**src/rtl/mem_stage_sb_pkg.sv**
```systemverilog
// Shared types for the buffered data-memory stage.
//   state_e : memory-port FSM state (IDLE / DRAIN / LOAD)
//   cnt_w() : width of the store-buffer occupancy count for a given depth.
//             It is one bit wider than the pointers so that a full buffer can be told
//             apart from an empty one.
// The store-buffer entry struct {addr, data} is declared inside sb_fifo.
// Its field widths follow the module parameters, and a package cannot be parameterised.
package mem_stage_sb_pkg;

  typedef enum logic [1:0] {
    ST_IDLE  = 2'd0,
    ST_DRAIN = 2'd1,
    ST_LOAD  = 2'd2
  } state_e;

  function automatic int cnt_w(input int depth);
    return $clog2(depth) + 1;
  endfunction

endpackage

```
**src/rtl/mem_stage_sb_fifo.sv**
```systemverilog
// sb_fifo: circular store buffer with a parallel, youngest-first address lookup.
//   clk, rst               : clock, async active-high reset (empties the buffer)
//   push, push_addr/data   : append an entry at the tail. A push is accepted when the
//                            buffer is not full, or when a pop happens in the same cycle.
//   pop                    : drop the head entry (ignored when empty)
//   head_addr/head_data    : oldest entry
//   full, empty, count     : occupancy
//   lk_addr -> lk_hit/data : youngest valid entry whose address equals lk_addr
module sb_fifo
  import mem_stage_sb_pkg::*;
#(
  parameter int AW    = 16,
  parameter int DW    = 16,
  parameter int DEPTH = 4
) (
  input  logic                      clk,
  input  logic                      rst,
  input  logic                      push,
  input  logic [AW-1:0]             push_addr,
  input  logic [DW-1:0]             push_data,
  input  logic                      pop,
  output logic [AW-1:0]             head_addr,
  output logic [DW-1:0]             head_data,
  output logic                      full,
  output logic                      empty,
  output logic [cnt_w(DEPTH)-1:0]   count,
  input  logic [AW-1:0]             lk_addr,
  output logic                      lk_hit,
  output logic [DW-1:0]             lk_data
);

  localparam int PW = $clog2(DEPTH);
  localparam int CW = cnt_w(DEPTH);

  typedef struct packed {
    logic [AW-1:0] addr;
    logic [DW-1:0] data;
  } entry_t;

  entry_t [DEPTH-1:0] ent_q, ent_d;
  logic [PW-1:0]      wr_q, wr_d, rd_q, rd_d;
  logic [CW-1:0]      cnt_q, cnt_d;
  logic               do_push, do_pop;
  logic [PW-1:0]      idx;

  always_comb begin
    do_pop  = pop & (cnt_q != '0);
    do_push = push & ((cnt_q != CW'(DEPTH)) | do_pop);
    ent_d   = ent_q;
    wr_d    = wr_q;
    rd_d    = rd_q;
    cnt_d   = cnt_q;
    // DEPTH is a power of two, so the pointers wrap naturally.
    if (do_push) begin
      ent_d[wr_q] = '{addr: push_addr, data: push_data};
      wr_d        = wr_q + PW'(1);
    end
    if (do_pop) rd_d = rd_q + PW'(1);
    case ({do_push, do_pop})
      2'b10:   cnt_d = cnt_q + CW'(1);
      2'b01:   cnt_d = cnt_q - CW'(1);
      default: cnt_d = cnt_q;
    endcase
  end

  // Scan from the oldest entry to the youngest. A later match overrides an earlier one,
  // so the youngest matching store wins.
  always_comb begin
    lk_hit  = 1'b0;
    lk_data = '0;
    idx     = '0;
    for (int k = 0; k < DEPTH; k++) begin
      idx = rd_q + PW'(k);
      if ((CW'(k) < cnt_q) && (ent_q[idx].addr == lk_addr)) begin
        lk_hit  = 1'b1;
        lk_data = ent_q[idx].data;
      end
    end
  end

  always_ff @(posedge clk or posedge rst) begin
    if (rst) begin
      ent_q <= '0;
      wr_q  <= '0;
      rd_q  <= '0;
      cnt_q <= '0;
    end else begin
      ent_q <= ent_d;
      wr_q  <= wr_d;
      rd_q  <= rd_d;
      cnt_q <= cnt_d;
    end
  end

  assign head_addr = ent_q[rd_q].addr;
  assign head_data = ent_q[rd_q].data;
  assign full      = (cnt_q == CW'(DEPTH));
  assign empty     = (cnt_q == '0);
  assign count     = cnt_q;

endmodule

```
**src/rtl/mem_stage_sb.sv**
```systemverilog
// mem_stage_sb: MEM pipeline stage fronting a multi-cycle data memory.
// Stores retire into a store buffer and drain in the background.
// Loads forward from the buffer, or stall for a memory read.
//   in_*      : EX/MEM instruction fields
//   wb_*      : MEM/WB writeback fields. stall holds the upstream pipeline.
//   err       : pulses for a load error, and stays set after any store-drain error
//   sb_count  : store-buffer occupancy
//   mem_*     : req/done handshake. The request fields are registered and held until done.
module mem_stage_sb
  import mem_stage_sb_pkg::*;
#(
  parameter int DW    = 16,
  parameter int AW    = 16,
  parameter int DEPTH = 4,
  parameter int RW    = 3
) (
  input  logic                     clk,
  input  logic                     rst,
  input  logic                     in_valid,
  input  logic                     in_rd,
  input  logic                     in_wr,
  input  logic [AW-1:0]            in_addr,
  input  logic [DW-1:0]            in_alu,
  input  logic [DW-1:0]            in_wdata,
  input  logic                     in_memtoreg,
  input  logic                     in_regwrite,
  input  logic [RW-1:0]            in_rdaddr,
  input  logic                     in_dump,
  output logic [DW-1:0]            wb_data,
  output logic                     wb_regwrite,
  output logic [RW-1:0]            wb_rdaddr,
  output logic                     wb_dump,
  output logic                     stall,
  output logic                     err,
  output logic [cnt_w(DEPTH)-1:0]  sb_count,
  output logic                     mem_req,
  output logic                     mem_we,
  output logic [AW-1:0]            mem_addr,
  output logic [DW-1:0]            mem_wdata,
  input  logic [DW-1:0]            mem_rdata,
  input  logic                     mem_done,
  input  logic                     mem_err
);

  state_e        state_q, state_d;
  logic          we_q, we_d, sticky_q, sticky_d;
  logic [AW-1:0] addr_q, addr_d;
  logic [DW-1:0] wdata_q, wdata_d;

  logic          is_ld, is_st, is_dump, ld_miss;
  logic          drain_done, load_done, push;
  logic          hit, full, empty;
  logic [DW-1:0] hit_data, head_data;
  logic [AW-1:0] head_addr;

  sb_fifo #(.AW(AW), .DW(DW), .DEPTH(DEPTH)) u_sb (
    .clk       (clk),
    .rst       (rst),
    .push      (push),
    .push_addr (in_addr),
    .push_data (in_wdata),
    .pop       (drain_done),
    .head_addr (head_addr),
    .head_data (head_data),
    .full      (full),
    .empty     (empty),
    .count     (sb_count),
    .lk_addr   (in_addr),
    .lk_hit    (hit),
    .lk_data   (hit_data)
  );

  // Datapath, handshake qualifiers and stall.
  always_comb begin
    is_ld      = in_valid & in_rd;
    is_st      = in_valid & in_wr;
    is_dump    = in_valid & in_dump;
    ld_miss    = is_ld & ~hit;
    // mem_done outside DRAIN/LOAD is a protocol violation and is ignored.
    drain_done = mem_done & (state_q == ST_DRAIN);
    load_done  = mem_done & (state_q == ST_LOAD);
    // A full buffer still accepts a store in the cycle the head drain completes.
    push       = is_st & (~full | drain_done);
    stall      = (is_st & full & ~drain_done)
               | (ld_miss & ~load_done)
               | (is_dump & ~(empty & (state_q == ST_IDLE)));
    if (is_ld & in_memtoreg) wb_data = hit ? hit_data : mem_rdata;
    else                     wb_data = in_alu;
    wb_regwrite = in_regwrite & in_valid & ~stall;
    wb_rdaddr   = in_rdaddr;
    wb_dump     = in_dump & ~stall;
    sticky_d    = sticky_q | (drain_done & mem_err);
    err         = sticky_q | (load_done & mem_err);
  end

  // Port FSM. A pending load miss outranks further drains. This holds even at the end of
  // a drain, so the load is issued the very next cycle.
  always_comb begin
    state_d = state_q;
    we_d    = we_q;
    addr_d  = addr_q;
    wdata_d = wdata_q;
    case (state_q)
      ST_IDLE: begin
        if (ld_miss) begin
          state_d = ST_LOAD;
          we_d    = 1'b0;
          addr_d  = in_addr;
        end else if (!empty) begin
          state_d = ST_DRAIN;
          we_d    = 1'b1;
          addr_d  = head_addr;
          wdata_d = head_data;
        end
      end
      ST_DRAIN: begin
        if (mem_done) begin
          if (ld_miss) begin
            state_d = ST_LOAD;
            we_d    = 1'b0;
            addr_d  = in_addr;
          end else begin
            state_d = ST_IDLE;
          end
        end
      end
      ST_LOAD: if (mem_done) state_d = ST_IDLE;
      default: state_d = ST_IDLE;
    endcase
  end

  always_ff @(posedge clk or posedge rst) begin
    if (rst) begin
      state_q  <= ST_IDLE;
      we_q     <= 1'b0;
      addr_q   <= '0;
      wdata_q  <= '0;
      sticky_q <= 1'b0;
    end else begin
      state_q  <= state_d;
      we_q     <= we_d;
      addr_q   <= addr_d;
      wdata_q  <= wdata_d;
      sticky_q <= sticky_d;
    end
  end

  assign mem_req   = (state_q != ST_IDLE);
  assign mem_we    = we_q;
  assign mem_addr  = addr_q;
  assign mem_wdata = wdata_q;

  // The memory must not complete a request that was never issued.
  a_done_needs_req: assert property (@(posedge clk) disable iff (rst) mem_done |-> mem_req);

endmodule

```
**config.mk**
```make
export PLATFORM = sky130hd
export DESIGN_NAME = mem_stage_sb
export DESIGN_NICKNAME = d
export VERILOG_FILES = /design/src/rtl/mem_stage_sb_pkg.sv /design/src/rtl/mem_stage_sb_fifo.sv /design/src/rtl/mem_stage_sb.sv
export SDC_FILE = /design/constraint.sdc
export NUM_CORES = 1
export LEC_CHECK = 0
export BUFFER_PORTS_ARGS = -buffer_cell sky130_fd_sc_hd__clkbuf_2
export CAP_MARGIN = 30
export CORE_UTILIZATION = 40
export DETAILED_ROUTE_END_ITERATION = 8
export HOLD_SLACK_MARGIN = 0.08
export PLACE_DENSITY = 0.63
export SLEW_MARGIN = 10
export SYNTH_ARGS = -nofsm -noshare
export SYNTH_HDL_FRONTEND = slang
export SYNTH_HIERARCHICAL = 1
export SYNTH_SLANG_ARGS = --single-unit
```
**constraint.sdc**
```tcl
create_clock -name clk -period 8.9 [get_ports clk]
set_input_delay 1.335 -clock clk [delete_from_list [all_inputs] [get_ports clk]]
set_output_delay 1.335 -clock clk [all_outputs]
set_load 0.02 [all_outputs]
```
==> flow_summary.yaml <==
status:
  status: "finished clean"
synthesis:
  ys_top_cells_by_area: "dfrtp_1 36%, mux2_2 16%, mux2i_1 9.3%"
  synth_edf_count: 0
  ys_async_sr_fraction_pct: 100
  yosysTopAreaCell: "dfrtp_1"
  yosys_most_used_dff: "dfrtp_1"
  syn_area_um2: 11900
  ys.warnings.count: 6
  ys_seq_elements: 171
  yosys.area.top_type_share_pct: 36.1
  avgSynthCellArea_um2: 11.1
  synth_cell_types: 74
  syn-instance-count: 1068
  syn_nets: 1154
  seq_area_frac_synth_pct: 36.1
routing:
  routed_wirelength_mm: 30.7
  drc_errors: 0
  final_antenna_net_count: 0
  vias_per_cell: 5.68
  drt_first_pass_iters: 5
  avgRoutedWirePerCell_um: 20.0
  num_vias: 8736
  drtIter0Drc: 654
clock_tree:
  clockBufferDepth: 2
  numCtsBuffers: 17
  cts.clk_slew.worst_paths_ps: 70
  cts_tree: "yes"
  cts_setup_buffers: 0
  cts_sinks: 171
  clkLatencyLatePin_ps: 440
  htreeDepth: 4
  root_buffer: "clkbuf_16"
  hold_buffers: 0
  cts_resized: 0
sta:
  maxSlewViolCount: 0
  maxSlewHeadroom_pct: 36.8
  final_hold_viol_count: 0
  timing.fmax_mhz: 161
  min_period_ps: 6210
  worst_slew_pin_slew_ps: 949
  setup_violations: 0
  setup_tns_ps: 0
  fin_crit_sh_pct: 69.7
  fin_worst_skew_ps: 12.6
  rsz0062_at_grt: "no"
worst_setup_path:
  endpoint: "stall"
  crit_fanout: 52
  timing_worst_setup_path_type: "reg2out"
  r2r_cells: 10
  crit_required_ps: 7570
  ff2ff_setup_slack_ps: 4320
  rr_endpoint: "mem_wdata[2]"
  critPathLaunchType: "flip-flop"
  rr_startpoint: "u_sb/rd_q[0]"
  crit_path_start: "u_sb/rd_q[0]"
  critPathCaptureType: "output pin"
  critPathArrivalTime_ps: 4870
layout:
  diodes: 0
  final_cells: 1539
  nets: 1228
  finish.instance_area_um2: 13200
  nFillCells: 2675
  syn2layout_area_growth_pct: 11.6
  drive_gt1_share_pct: 35.7
global_routing:
  met3_usage_pct: 4.55
  antenna_found_initial: 1
  grt_usage_pct: 20.7
  met1_usage_pct: 30.5
  grt_pass1_wl_mm: 49.0
  grt-ovfl-total: 0
  grt-busiest-layer: "met1"
  met2_usage_pct: 30.1
  grt_max_degree: 93
  grt_pass1_vias: 8468
power_and_ir_drop:
  p_per_area_nw_per_um2: 402
  p_int_mw: 2.99
  combPwrFrac_pct: 55.3
  clkPwrFrac_pct: 14.6
  power.leakage_nw: 5.79
  p_switching_mw: 2.34
  peakVddDrop_v: 0.000212
  switching_share_pct: 43.9
  seqPwrFrac_pct: 30.1
min_path:
  hold_path_class: "reg2reg"
  hold_start: "sticky_q"
floorplanning:
  dieHeight_um: 174
  die_area_um2: 30400
  boundaryPins: 137
  start_util_pct: 41.0
  die_w_um: 174
  coreArea_um2: 28900
  row_count: 62
placed_design:
  placed_area_um2: 12600
  dp.cells: 1505
  gp_congestion: 0.929
  hpwl_mm: 21.5
  numPortBuffers: 130
job:
  maxCapViolCount: 0
[layout by cell type (no fill, tap or decap), drive strengths merged, types with 3 or more instances in the layout]
cell type	instances
o221ai	10
nor2b	7
clkinv	5
a221oi	9
a31o	3
clkbuf	149
and3b	3
nand3	24
nor3	15
ha	9
and2	6
nand4	8
o211a	7
nand2b	5
inv	33
xor2	29
a21oi	35
dfrtp	171
nor4	6
nor2	27
nand2	74
a31oi	19
buf	15
mux2i	111
a311oi	16
o221a	7
mux2	173
mux4	30
and3	3
or2	3
o21ai	71
xnor2	43
[synthesized netlist by cell type (3+ instances only)]
cell type,count
and2_1,5
a221oi_2,8
and3b_1,3
buf_2,21
dfrtp_1,171
o21ai_0,71
ha_1,9
clkbuf_1,25
a21oi_1,34
nand4_1,8
o221a_1,7
mux4_1,7
mux2_2,165
o211a_1,7
mux2i_1,110
or2_2,3
nor4_1,4
nand2_1,73
a311oi_1,16
nor2b_1,7
mux4_2,23
nor2_1,26
nand2b_1,5
xnor2_1,43
nand3_1,22
nor3_1,14
a31oi_1,19
buf_4,6
mux2_4,8
o221ai_2,8
inv_1,26
xor2_1,29
buf_1,19
buf_6,15
[cell families after synthesis]
group | Yosys count | share of synthesized area (%)
flip-flops | 171 | 36.1
adder cells (fa/ha/maj) | 9 | 0.949
XOR/XNOR | 72 | 5.31
AO/OA/AOI/OAI | 195 | 11.8
AND/OR/NAND/NOR | 189 | 8.45
multiplexers | 314 | 32.0
buffers and inverters | 118 | 5.47
[power groups by stage]
| stage | sequential [mW] | combinational (mW) | clock, mW |
|---|---|---|---|
| floorplan | 1.52 | 2.33 | 0 |
| global placement | 1.62 | 2.82 | 0 |
| detailed placement | 1.60 | 2.91 | 0 |
| CTS | 1.59 | 2.92 | 0.793 |
| global route | 1.67 | 3.18 | 0.823 |
| finish | 1.60 | 2.95 | 0.777 |
[worst max-delay path, cell delays in order (launching register included)]
cell and delay (ps):
dfrtp_4 900, mux4_1 670, xnor2_1 310, nand4_1 200
nor4_4 370, nand3_2 270, and2_4 340, nand3_1 270
nand3b_2 440, nor2_1 150, or2_2 320, clkbuf_2 160
[registers in the layout, summed over array words and instances (netlist names), 2 cells and up]
name	flops
u_sb/ent_q	128
mem_addr	16
mem_wdata	16
u_sb/count	3
state_q	2
u_sb/rd_q	2
u_sb/wr_q	2
[how the worst min path moves through the flow]
| stage | slack, ps | to | cells past startpoint |
|---|---|---|---|
| global placement | 450 | sticky_q | 1 |
| floorplan | 430 | sticky_q | 1 |
| detailed placement | 450 | sticky_q | 1 |
| finish | 470 | sticky_q | 1 |
| CTS | 470 | sticky_q | 1 |
| global route | 490 | sticky_q | 1 |
[area by class of cell]
cell class / instances / area [µm²] / share of cell area [%]
Clock buffer: 19 / 453 / 3.42
Multi-Input combinational cell: 779 / 6940 / 52.4
Tap cell: 384 / 480 / 3.63
Timing Repair Buffer: 145 / 818 / 6.18
Inverter: 28 / 108 / 0.813
Sequential cell: 171 / 4290 / 32.4
Clock inverter: 13 / 154 / 1.16
[through the flow]
stage	worst slack (ps)	hold WS (ps)	power, mW	utilization, %
final	2690	468	5.32	45.8
after global routing	2460	495	5.67	45.8
after CTS	2670	469	5.31	45.6
after detailed placement	3110	454	4.51	43.5
after global placement	2570	449	4.44	43.4
after floorplan	3640	430	3.85	-
[metal layers]
| metal | wire, µm | share of wire, % |
|---|---|---|
| met2 | 13400 | 44 |
| met5 | 12 | 0.039 |
| met4 | 466 | 1.5 |
| met3 | 1630 | 5.3 |
| met1 | 15200 | 49 |
No activity file was read; power rests on OpenSTA's default activity.
